<file path="src/rtl/popcount_seq_unit_if.sv">
`default_nettype none
// ----------------------------------------------------------------------------
// popcount_seq_unit_if : input/result handshake bundle for popcount_seq_unit
// Optional out_parity signal present when POPCOUNT_PARITY_EN is defined.
// Revision: 1.0
// ----------------------------------------------------------------------------
interface popcount_seq_unit_if #(
  parameter int WIDTH = 32
);
  localparam int CNT_W = $clog2(WIDTH + 1);

  logic             in_valid;
  logic             in_ready;
  logic [WIDTH-1:0] in_data;
  logic             in_mode;
  logic             out_valid;
  logic             out_ready;
  logic [CNT_W-1:0] out_count;
`ifdef POPCOUNT_PARITY_EN
  logic             out_parity;

  modport master (
    output in_valid, in_data, in_mode, out_ready,
    input  in_ready, out_valid, out_count, out_parity
  );
  modport slave (
    input  in_valid, in_data, in_mode, out_ready,
    output in_ready, out_valid, out_count, out_parity
  );
`else
  modport master (
    output in_valid, in_data, in_mode, out_ready,
    input  in_ready, out_valid, out_count
  );
  modport slave (
    input  in_valid, in_data, in_mode, out_ready,
    output in_ready, out_valid, out_count
  );
`endif
endinterface
`default_nettype wire

</file>
<file path="src/rtl/popcount_seq_unit.sv">
`default_nettype none
// ----------------------------------------------------------------------------
// popcount_seq_unit : multi-cycle ones/zeros counter, CHUNK bits per clock
// Optional parity output enabled by defining POPCOUNT_PARITY_EN.
// Revision: 1.0
// ----------------------------------------------------------------------------
module popcount_seq_unit #(
  parameter int WIDTH = 32,
  parameter int CHUNK = 8
) (
  input  wire logic         clk,
  input  wire logic         rst,
  popcount_seq_unit_if.slave bus
);
  localparam int N     = WIDTH / CHUNK;
  localparam int CNT_W = $clog2(WIDTH + 1);
  localparam int IDX_W = (N > 1) ? $clog2(N) : 1;
  localparam logic [IDX_W-1:0] LAST_IDX = IDX_W'(N - 1);

  typedef enum logic [1:0] {
    IDLE  = 2'd0,
    COUNT = 2'd1,
    DONE  = 2'd2
  } state_e;

  state_e           state_q, state_d;
  logic [WIDTH-1:0] data_q, data_d, data_shift;
  logic [CNT_W-1:0] acc_q, acc_d;
  logic [IDX_W-1:0] idx_q, idx_d;
  logic             out_valid_q, out_valid_d;
  logic [CNT_W-1:0] out_count_q, out_count_d;
  logic [CNT_W-1:0] chunk_cnt, sum;
`ifdef POPCOUNT_PARITY_EN
  logic             parity_q, parity_d;
`endif

  // The working word is shifted down so the active chunk is always at bit 0.
  generate
    if (N > 1) begin : g_shift
      assign data_shift = {{CHUNK{1'b0}}, data_q[WIDTH-1:CHUNK]};
    end else begin : g_noshift
      assign data_shift = data_q;
    end
  endgenerate

  always_comb begin
    chunk_cnt = '0;
    for (int b = 0; b < CHUNK; b++) begin
      chunk_cnt = chunk_cnt + CNT_W'(data_q[b]);
    end
  end

  assign sum = acc_q + chunk_cnt;

  always_comb begin
    state_d     = state_q;
    data_d      = data_q;
    acc_d       = acc_q;
    idx_d       = idx_q;
    out_valid_d = out_valid_q;
    out_count_d = out_count_q;
`ifdef POPCOUNT_PARITY_EN
    parity_d    = parity_q;
`endif
    case (state_q)
      IDLE: begin
        if (bus.in_valid) begin
          data_d  = bus.in_mode ? ~bus.in_data : bus.in_data;
          acc_d   = '0;
          idx_d   = '0;
          state_d = COUNT;
        end
      end
      COUNT: begin
        data_d = data_shift;
        acc_d  = sum;
        idx_d  = idx_q + IDX_W'(1);
        if (idx_q == LAST_IDX) begin
          out_count_d = sum;
          out_valid_d = 1'b1;
`ifdef POPCOUNT_PARITY_EN
          parity_d    = sum[0];
`endif
          state_d     = DONE;
        end
      end
      DONE: begin
        if (bus.out_ready) begin
          out_valid_d = 1'b0;
          state_d     = IDLE;
        end
      end
      default: state_d = IDLE;
    endcase
  end

  always_ff @(posedge clk or posedge rst) begin
    if (rst) begin
      state_q     <= IDLE;
      data_q      <= '0;
      acc_q       <= '0;
      idx_q       <= '0;
      out_valid_q <= 1'b0;
      out_count_q <= '0;
`ifdef POPCOUNT_PARITY_EN
      parity_q    <= 1'b0;
`endif
    end else begin
      state_q     <= state_d;
      data_q      <= data_d;
      acc_q       <= acc_d;
      idx_q       <= idx_d;
      out_valid_q <= out_valid_d;
      out_count_q <= out_count_d;
`ifdef POPCOUNT_PARITY_EN
      parity_q    <= parity_d;
`endif
    end
  end

  assign bus.in_ready  = (state_q == IDLE);
  assign bus.out_valid = out_valid_q;
  assign bus.out_count = out_count_q;
`ifdef POPCOUNT_PARITY_EN
  assign bus.out_parity = parity_q;
`endif

endmodule
`default_nettype wire

</file>
<file path="src/flat_wrapper.sv">
// flat-port wrapper written by rule: the top's interface ports become plain ports
module popcount_seq_unit_flat 
#(
  parameter int WIDTH = 32,
  parameter int CHUNK = 8
)
  (clk, rst, bus_in_valid, bus_in_data, bus_in_mode, bus_out_ready, bus_in_ready, bus_out_valid, bus_out_count);
  popcount_seq_unit_if #(.WIDTH(WIDTH)) bus_i ();
  input  wire logic clk;
  input  wire logic rst;
  input wire logic [$bits(bus_i.in_valid)-1:0] bus_in_valid;
  input wire logic [$bits(bus_i.in_data)-1:0] bus_in_data;
  input wire logic [$bits(bus_i.in_mode)-1:0] bus_in_mode;
  input wire logic [$bits(bus_i.out_ready)-1:0] bus_out_ready;
  output wire logic [$bits(bus_i.in_ready)-1:0] bus_in_ready;
  output wire logic [$bits(bus_i.out_valid)-1:0] bus_out_valid;
  output wire logic [$bits(bus_i.out_count)-1:0] bus_out_count;
  assign bus_i.in_valid = bus_in_valid;
  assign bus_i.in_data = bus_in_data;
  assign bus_i.in_mode = bus_in_mode;
  assign bus_i.out_ready = bus_out_ready;
  assign bus_in_ready = bus_i.in_ready;
  assign bus_out_valid = bus_i.out_valid;
  assign bus_out_count = bus_i.out_count;
  popcount_seq_unit #(.WIDTH(WIDTH), .CHUNK(CHUNK)) u_core (.clk(clk), .rst(rst), .bus(bus_i));
endmodule
</file>
<file path="config.mk">
export PLATFORM = sky130hd
export DESIGN_NAME = popcount_seq_unit_flat
export DESIGN_NICKNAME = d
export VERILOG_FILES = /design/src/rtl/popcount_seq_unit_if.sv /design/src/rtl/popcount_seq_unit.sv /design/src/flat_wrapper.sv
export SDC_FILE = /design/constraint.sdc
export NUM_CORES = 1
export LEC_CHECK = 0
export BUFFER_PORTS_ARGS = -buffer_cell sky130_fd_sc_hd__buf_2
export CORE_ASPECT_RATIO = 0.7
export CORE_MARGIN = 4
export CORE_UTILIZATION = 51
export DETAILED_ROUTE_END_ITERATION = 7
export GPL_TIMING_DRIVEN = 0
export PLACE_DENSITY = 0.76
export SLEW_MARGIN = 25
export SYNTH_ARGS = -nofsm -noshare
export SYNTH_HDL_FRONTEND = slang
export SYNTH_SLANG_ARGS = --single-unit
</file>
<file path="constraint.sdc">
create_clock -name clk -period 3.1 [get_ports clk]
set_input_delay 0.465 -clock clk [delete_from_list [all_inputs] [get_ports clk]]
set_output_delay 0.465 -clock clk [all_outputs]
set_load 0.01 [all_outputs]
</file>
Word-level counts from Yosys, hierarchy flattened
Index checks and enable logic that the tools add are counted.

Bitwise operators: 1. Reduce and logical (&&, ||, !) cells: 7. Order comparisons: 0. Multiply operators: 0. Add/sub/neg operators: 9. Shifts and indexed selects: 0. Eq/ne operators: 6. Divide/modulo/power cells: 0. Mux-type cells: 14.

Operators by type and width (count): $mux W32 (2); $pmux W32 S2 (1); $add A6 B1 Y6 (6); $not A32 Y32 (1); $pmux W6 S2 (1); $mux W2 (4); $add A6 B6 Y6 (1); $mux W6 (1); $pmux W2 S3 (1); $reduce_and A3 Y1 (2); $eq A2 B2 Y1 const B (2); $ne A2 B2 Y1 const B (2); $pmux W2 S2 (1); $reduce_and A2 Y1 (2); $reduce_bool A2 Y1 (2); $add A1 B1 Y2 (1); $add A2 B1 Y2 const B (1); $eq A2 B1 Y1 const B (1); $logic_not A2 Y1 (1); $mux W1 (2); $ne A2 B1 Y1 const B (1); $pmux W1 S2 (1).

Bits in read-only memories: 0. Bits in latches: 0. Output and inout bits: 8. Input port bits: 37. Memory bits (writable): 0. Flip-flop bits (word level): 49. Memories: 0.

Longest topological paths before layout
Depth after elaboration: 9. Mapped depth: 12. Depth with buffers taken out: 12.

Worst setup path after synthesis
OpenSTA, ideal clock, no wires.

Path kind: flip-flop to flip-flop. From: reg u_core.data_q[0]. To: reg u_core.acc_q[4]. Setup time: 136 ps. Required time: 2964 ps. Slack: -118 ps. Data arrival time: 3082 ps. Stages on the path, launching flop included: 13. Cells stage by stage: dfrtp_1 > ha_1 > inv_1 > fa_1 > fa_1 > fa_1 > inv_1 > ha_1 > inv_1 > fa_1 > nor2b_1 > o21a_1 > o211ai_1.

Cells in the longest elaborated chain, start to end: 9.

RTL lines: from (decl) (line popcount_seq_unit.sv:27) `logic [WIDTH-1:0] data_q, data_d, data_shift;`; from (signal assigned) (line popcount_seq_unit.sv:110) `data_q <= data_d;`; $add A1 B1 Y2 (line popcount_seq_unit.sv:49) `chunk_cnt = chunk_cnt + CNT_W'(data_q[b]);`; $add A6 B1 Y6 (6 in series) (line popcount_seq_unit.sv:49); $add A6 B6 Y6 (line popcount_seq_unit.sv:53) `assign sum = acc_q + chunk_cnt;`; $pmux W6 S2 (line popcount_seq_unit.sv:65) `case (state_q)`; to (signal assigned) (line popcount_seq_unit.sv:101) `acc_q <= '0;`; to (signal assigned) (line popcount_seq_unit.sv:111) `acc_q <= acc_d;`; to (decl) (line popcount_seq_unit.sv:28) `logic [CNT_W-1:0] acc_q, acc_d;`.

Every way passes these cells. A chain may end at the register's enable or synchronous reset.

Worst setup path in the final report
From: reg u_core.data_q[0]. To: reg u_core.out_count_q[4] (netlist: u_core.bus.out_count[4]).

Cells in the longest elaborated chain, start to end: 8.

RTL lines: $add A1 B1 Y2 (line popcount_seq_unit.sv:49); $add A6 B1 Y6 (6 in series) (line popcount_seq_unit.sv:49); $add A6 B6 Y6 (line popcount_seq_unit.sv:53); to (signal assigned) (line popcount_seq_unit.sv:114) `out_count_q <= out_count_d;`; to (decl) (line popcount_seq_unit.sv:31) `logic [CNT_W-1:0] out_count_q, out_count_d;`.

Every way passes these cells.

==> flow_summary.ini <==
[outcome]
run_status = complete, but fails checks
violations = setup timing

[synthesis]
yosys.area_share.adder_pct = 8.43
post_synth.cell_area_avg_sq_um = 10.2
post_synth_mux_area_share_pct = 6.65
yosysSeqAreaShare_pct = 42.6
synthDistinctLibCells = 42
syn-cell-area_sq_um = 2880
synth_compound_area_share_pct = 15.5
synth_fp_nets = 336
xor_xnor_cell_area_share_of_the_yosys_netlist_pct = 10.0
synthFlopType = dfrtp_1
yosysWarningCount = 0
count_of_state_elements_after_synthesis = 49
ys_top_cells_by_area = dfrtp_1, xor2_1, mux2i_1
synth_enable_flop_cells = 0
post-synth-top-area-fraction_pct = 42.6
synthArstFlopShare_pct = 100
synth_top_family_by_area = compound AO/OA/AOI/OAI gates
yosys.area_share.simple_pct = 11.0
synthDominantAreaCellType = dfrtp_1
syn-instance-count = 282

[worst_setup_path]
r2r_slack_ps = -150
setup.worst_path.start_class = flip-flop
cp-startpoint = u_core.data_q[0]$_DFFE_PP0P_
worstPathArrival_ps = 3440
cp_max_fo = 3
rr_endpoint = u_core.bus.out_count[4]$_DFFE_PP0P_
timing.critical_path.to_type = flip-flop
reg2reg_depth = 12
critPathRequiredTime_ps = 3290
cp-endpoint = u_core.bus.out_count[4]$_DFFE_PP0P_
r2r_start = u_core.data_q[0]$_DFFE_PP0P_
worst_setup_path_type = reg2reg

[clock_network]
cts_made_buffers = 5
cts-htree-levels = 2
cts_tree = yes
cts_sinks = 49
worstSkewPairLatency_ps = 310
cts-hold-fix-buffers = 0
cts.root.buffer_cell = clkbuf_8
clk_pin_slew_ps = 100
max_buffers_root_to_sink = 2

[sta]
tightest_slew_ps = 606
max_slew_margin_pct = 59.6
worst_clock_skew_ps = 8.84
setup_ws_post_layout_ps = -147
fin_crit_ps = 3250
fin_worst_hold_slack_ps = 216
final-hold-violation-count = 0
finalMaxSlewViolations = 0
layout_worst_path_cycle_share_pct = 105
unrepaired_setup_endpoints_after_global_routing = yes
fin_tns_setup_ps = -918
finalSetupViolations = 8
achievable-frequency_mhz = 308

[finish]
multi_input_area_sq_um = 1550
final_cells = 410
final.fill_count = 470
seqCellArea_sq_um = 1230
nNetsFinal = 391
area_growth_syn_to_layout_pct = 19.2
antenna-diode-count = 0
final_util_pct = 64.2
layout_common_cells = buf_2, dfrtp_1, nand2_1
layout-drive-gt1-share_pct = 26.3
layout_commonest_cell = buf_2

[global_route]
fraction_of_met1_tracks_used_by_global_routing_pct = 30.4
vias_in_the_first_global_route = 2127
globalRouteMet3Util_pct = 4.14
most_congested_layer_reported_by_global_routing = met1
grt_max_degree = 27
global_route.usage.total_pct = 19.6
grt_first_pass_wirelength_mm = 10.9
global_route.overflow_total = 0
grt.met2_usage_pct = 29.3
grt_antenna_before_repair = 0

[drt]
viasPerCell = 5.26
detailedRoute.firstPassIterationCount = 4
remaining_antenna_violation_count_after_routing = 0
postRouteWirelength_mm = 6.29
num_vias = 2157
wl_per_cell_um = 15.3
first_iteration_detailed_routing_drc_count = 115
drc = 0

[placement]
placer_congestion = 0.811
io_buffers = 43
post-place-cells = 398
final_hpwl_dp_mm = 4.86

[die]
die_w_um = 97.8
die_h_um = 70.8
floorplan.initialDensity_pct = 53.9
floorplan.io_pins = 45
design.die.area_sq_um = 6930
design.core.area_sq_um = 5340
floorplan.rows = 22

[run]
max_cap_viol_count = 0

[min_path]
min_path_type = in2async
==> kinds of logic after synthesis <==
kind of cell	count (synthesis)
AO/OA/AOI/OAI	67
XOR/XNOR	33
adder cells (fa/ha/maj)	17
buffers and inverters	37
flip-flops	49
multiplexers	19
AND/OR/NAND/NOR	60
==> routing by layer <==
metal  part of all wire (%)  wire length, um
met5                      0                0
met4                   0.46               29
met3                    4.7              296
met2                     44             2750
met1                     51             3220
==> worst min path at each step <==
| stage | start | slack, ps | depth (start not counted) | endpoint |
|---|---|---|---|---|
| 5_1_grt | rst | 270 | 2 | u_core.data_q[6]$_DFFE_PP0P_ |
| 6_report | rst | 220 | 2 | u_core.acc_q[2]$_DFFE_PP0P_ |
| 3_5_place_dp | u_core.data_q[20]$_DFFE_PP0P_ | 470 | 2 | u_core.data_q[20]$_DFFE_PP0P_ |
| 2_1_floorplan | u_core.data_q[22]$_DFFE_PP0P_ | 450 | 2 | u_core.data_q[22]$_DFFE_PP0P_ |
| 3_3_place_gp | u_core.bus.out_count[2]$_DFFE_PP0P_ | 460 | 2 | u_core.bus.out_count[2]$_DFFE_PP0P_ |
| 4_1_cts | rst | 250 | 2 | u_core.acc_q[2]$_DFFE_PP0P_ |
==> layout make-up <==
class,count,share of cell area (%)
repair buffers,48,8.06
multi-input cells,196,45.2
plain buffers,18,2.77
well taps,72,2.63
inverters,19,2.08
clock inverters,2,1.09
flip-flops and latches,49,35.7
clock buffers,6,2.41
==> cells in the mapped netlist, types with 2 or more instances <==
| cell | count |
|---|---|
| xor2_1 | 27 |
| a22oi_1 | 2 |
| a21oi_1 | 7 |
| ha_1 | 13 |
| clkbuf_1 | 4 |
| o22a_1 | 4 |
| buf_2 | 9 |
| xnor2_1 | 6 |
| or2_2 | 2 |
| mux2i_1 | 18 |
| o21ai_1 | 7 |
| nor2b_1 | 8 |
| o21a_1 | 2 |
| dfrtp_1 | 49 |
| a22o_1 | 10 |
| o211ai_1 | 7 |
| nand3_1 | 3 |
| inv_1 | 19 |
| or4_1 | 2 |
| nor2_1 | 4 |
| buf_4 | 4 |
| fa_1 | 4 |
| nand2_1 | 31 |
| o2111ai_1 | 2 |
| o21ai_0 | 20 |
| nand2b_1 | 2 |
==> flip-flops by register name, summed over array words and instances, names as in the netlist <==
name                  cells
u_core.acc_q              6
u_core.bus.out_count      6
u_core.bus.out_valid      1
u_core.data_q            32
u_core.idx_q              2
u_core.state_q            2
==> stage by stage <==
stage	cell area [sq um]	worst slack (ps)
2_1_floorplan	2900	-12.7
4_1_cts	3380	-192
5_1_grt	3430	-281
6_report	3430	-147
3_3_place_gp	3210	-175
3_5_place_dp	3240	-208
==> worst max-delay path, stage by stage, from the launching register on <==
cell and delay, ps:
dfrtp_1 400, ha_1 290, inv_1 70, fa_1 420, fa_1 520, fa_2 440, inv_2 80, ha_4 140
inv_2 40, fa_2 360, nor2b_4 140, o21a_1 140, o211ai_1 100
==> repair_timing <==
action / in CTS / in global routing
buffers inserted: 2 / 2
setup endpoints to repair: 10 / 10
pin swaps: 3 / 0
gates resized for setup: 6 / 7
Power is left out: the tool's default activity adds up to more than one toggle a clock period on the data nets, which glitch-free logic cannot reach.
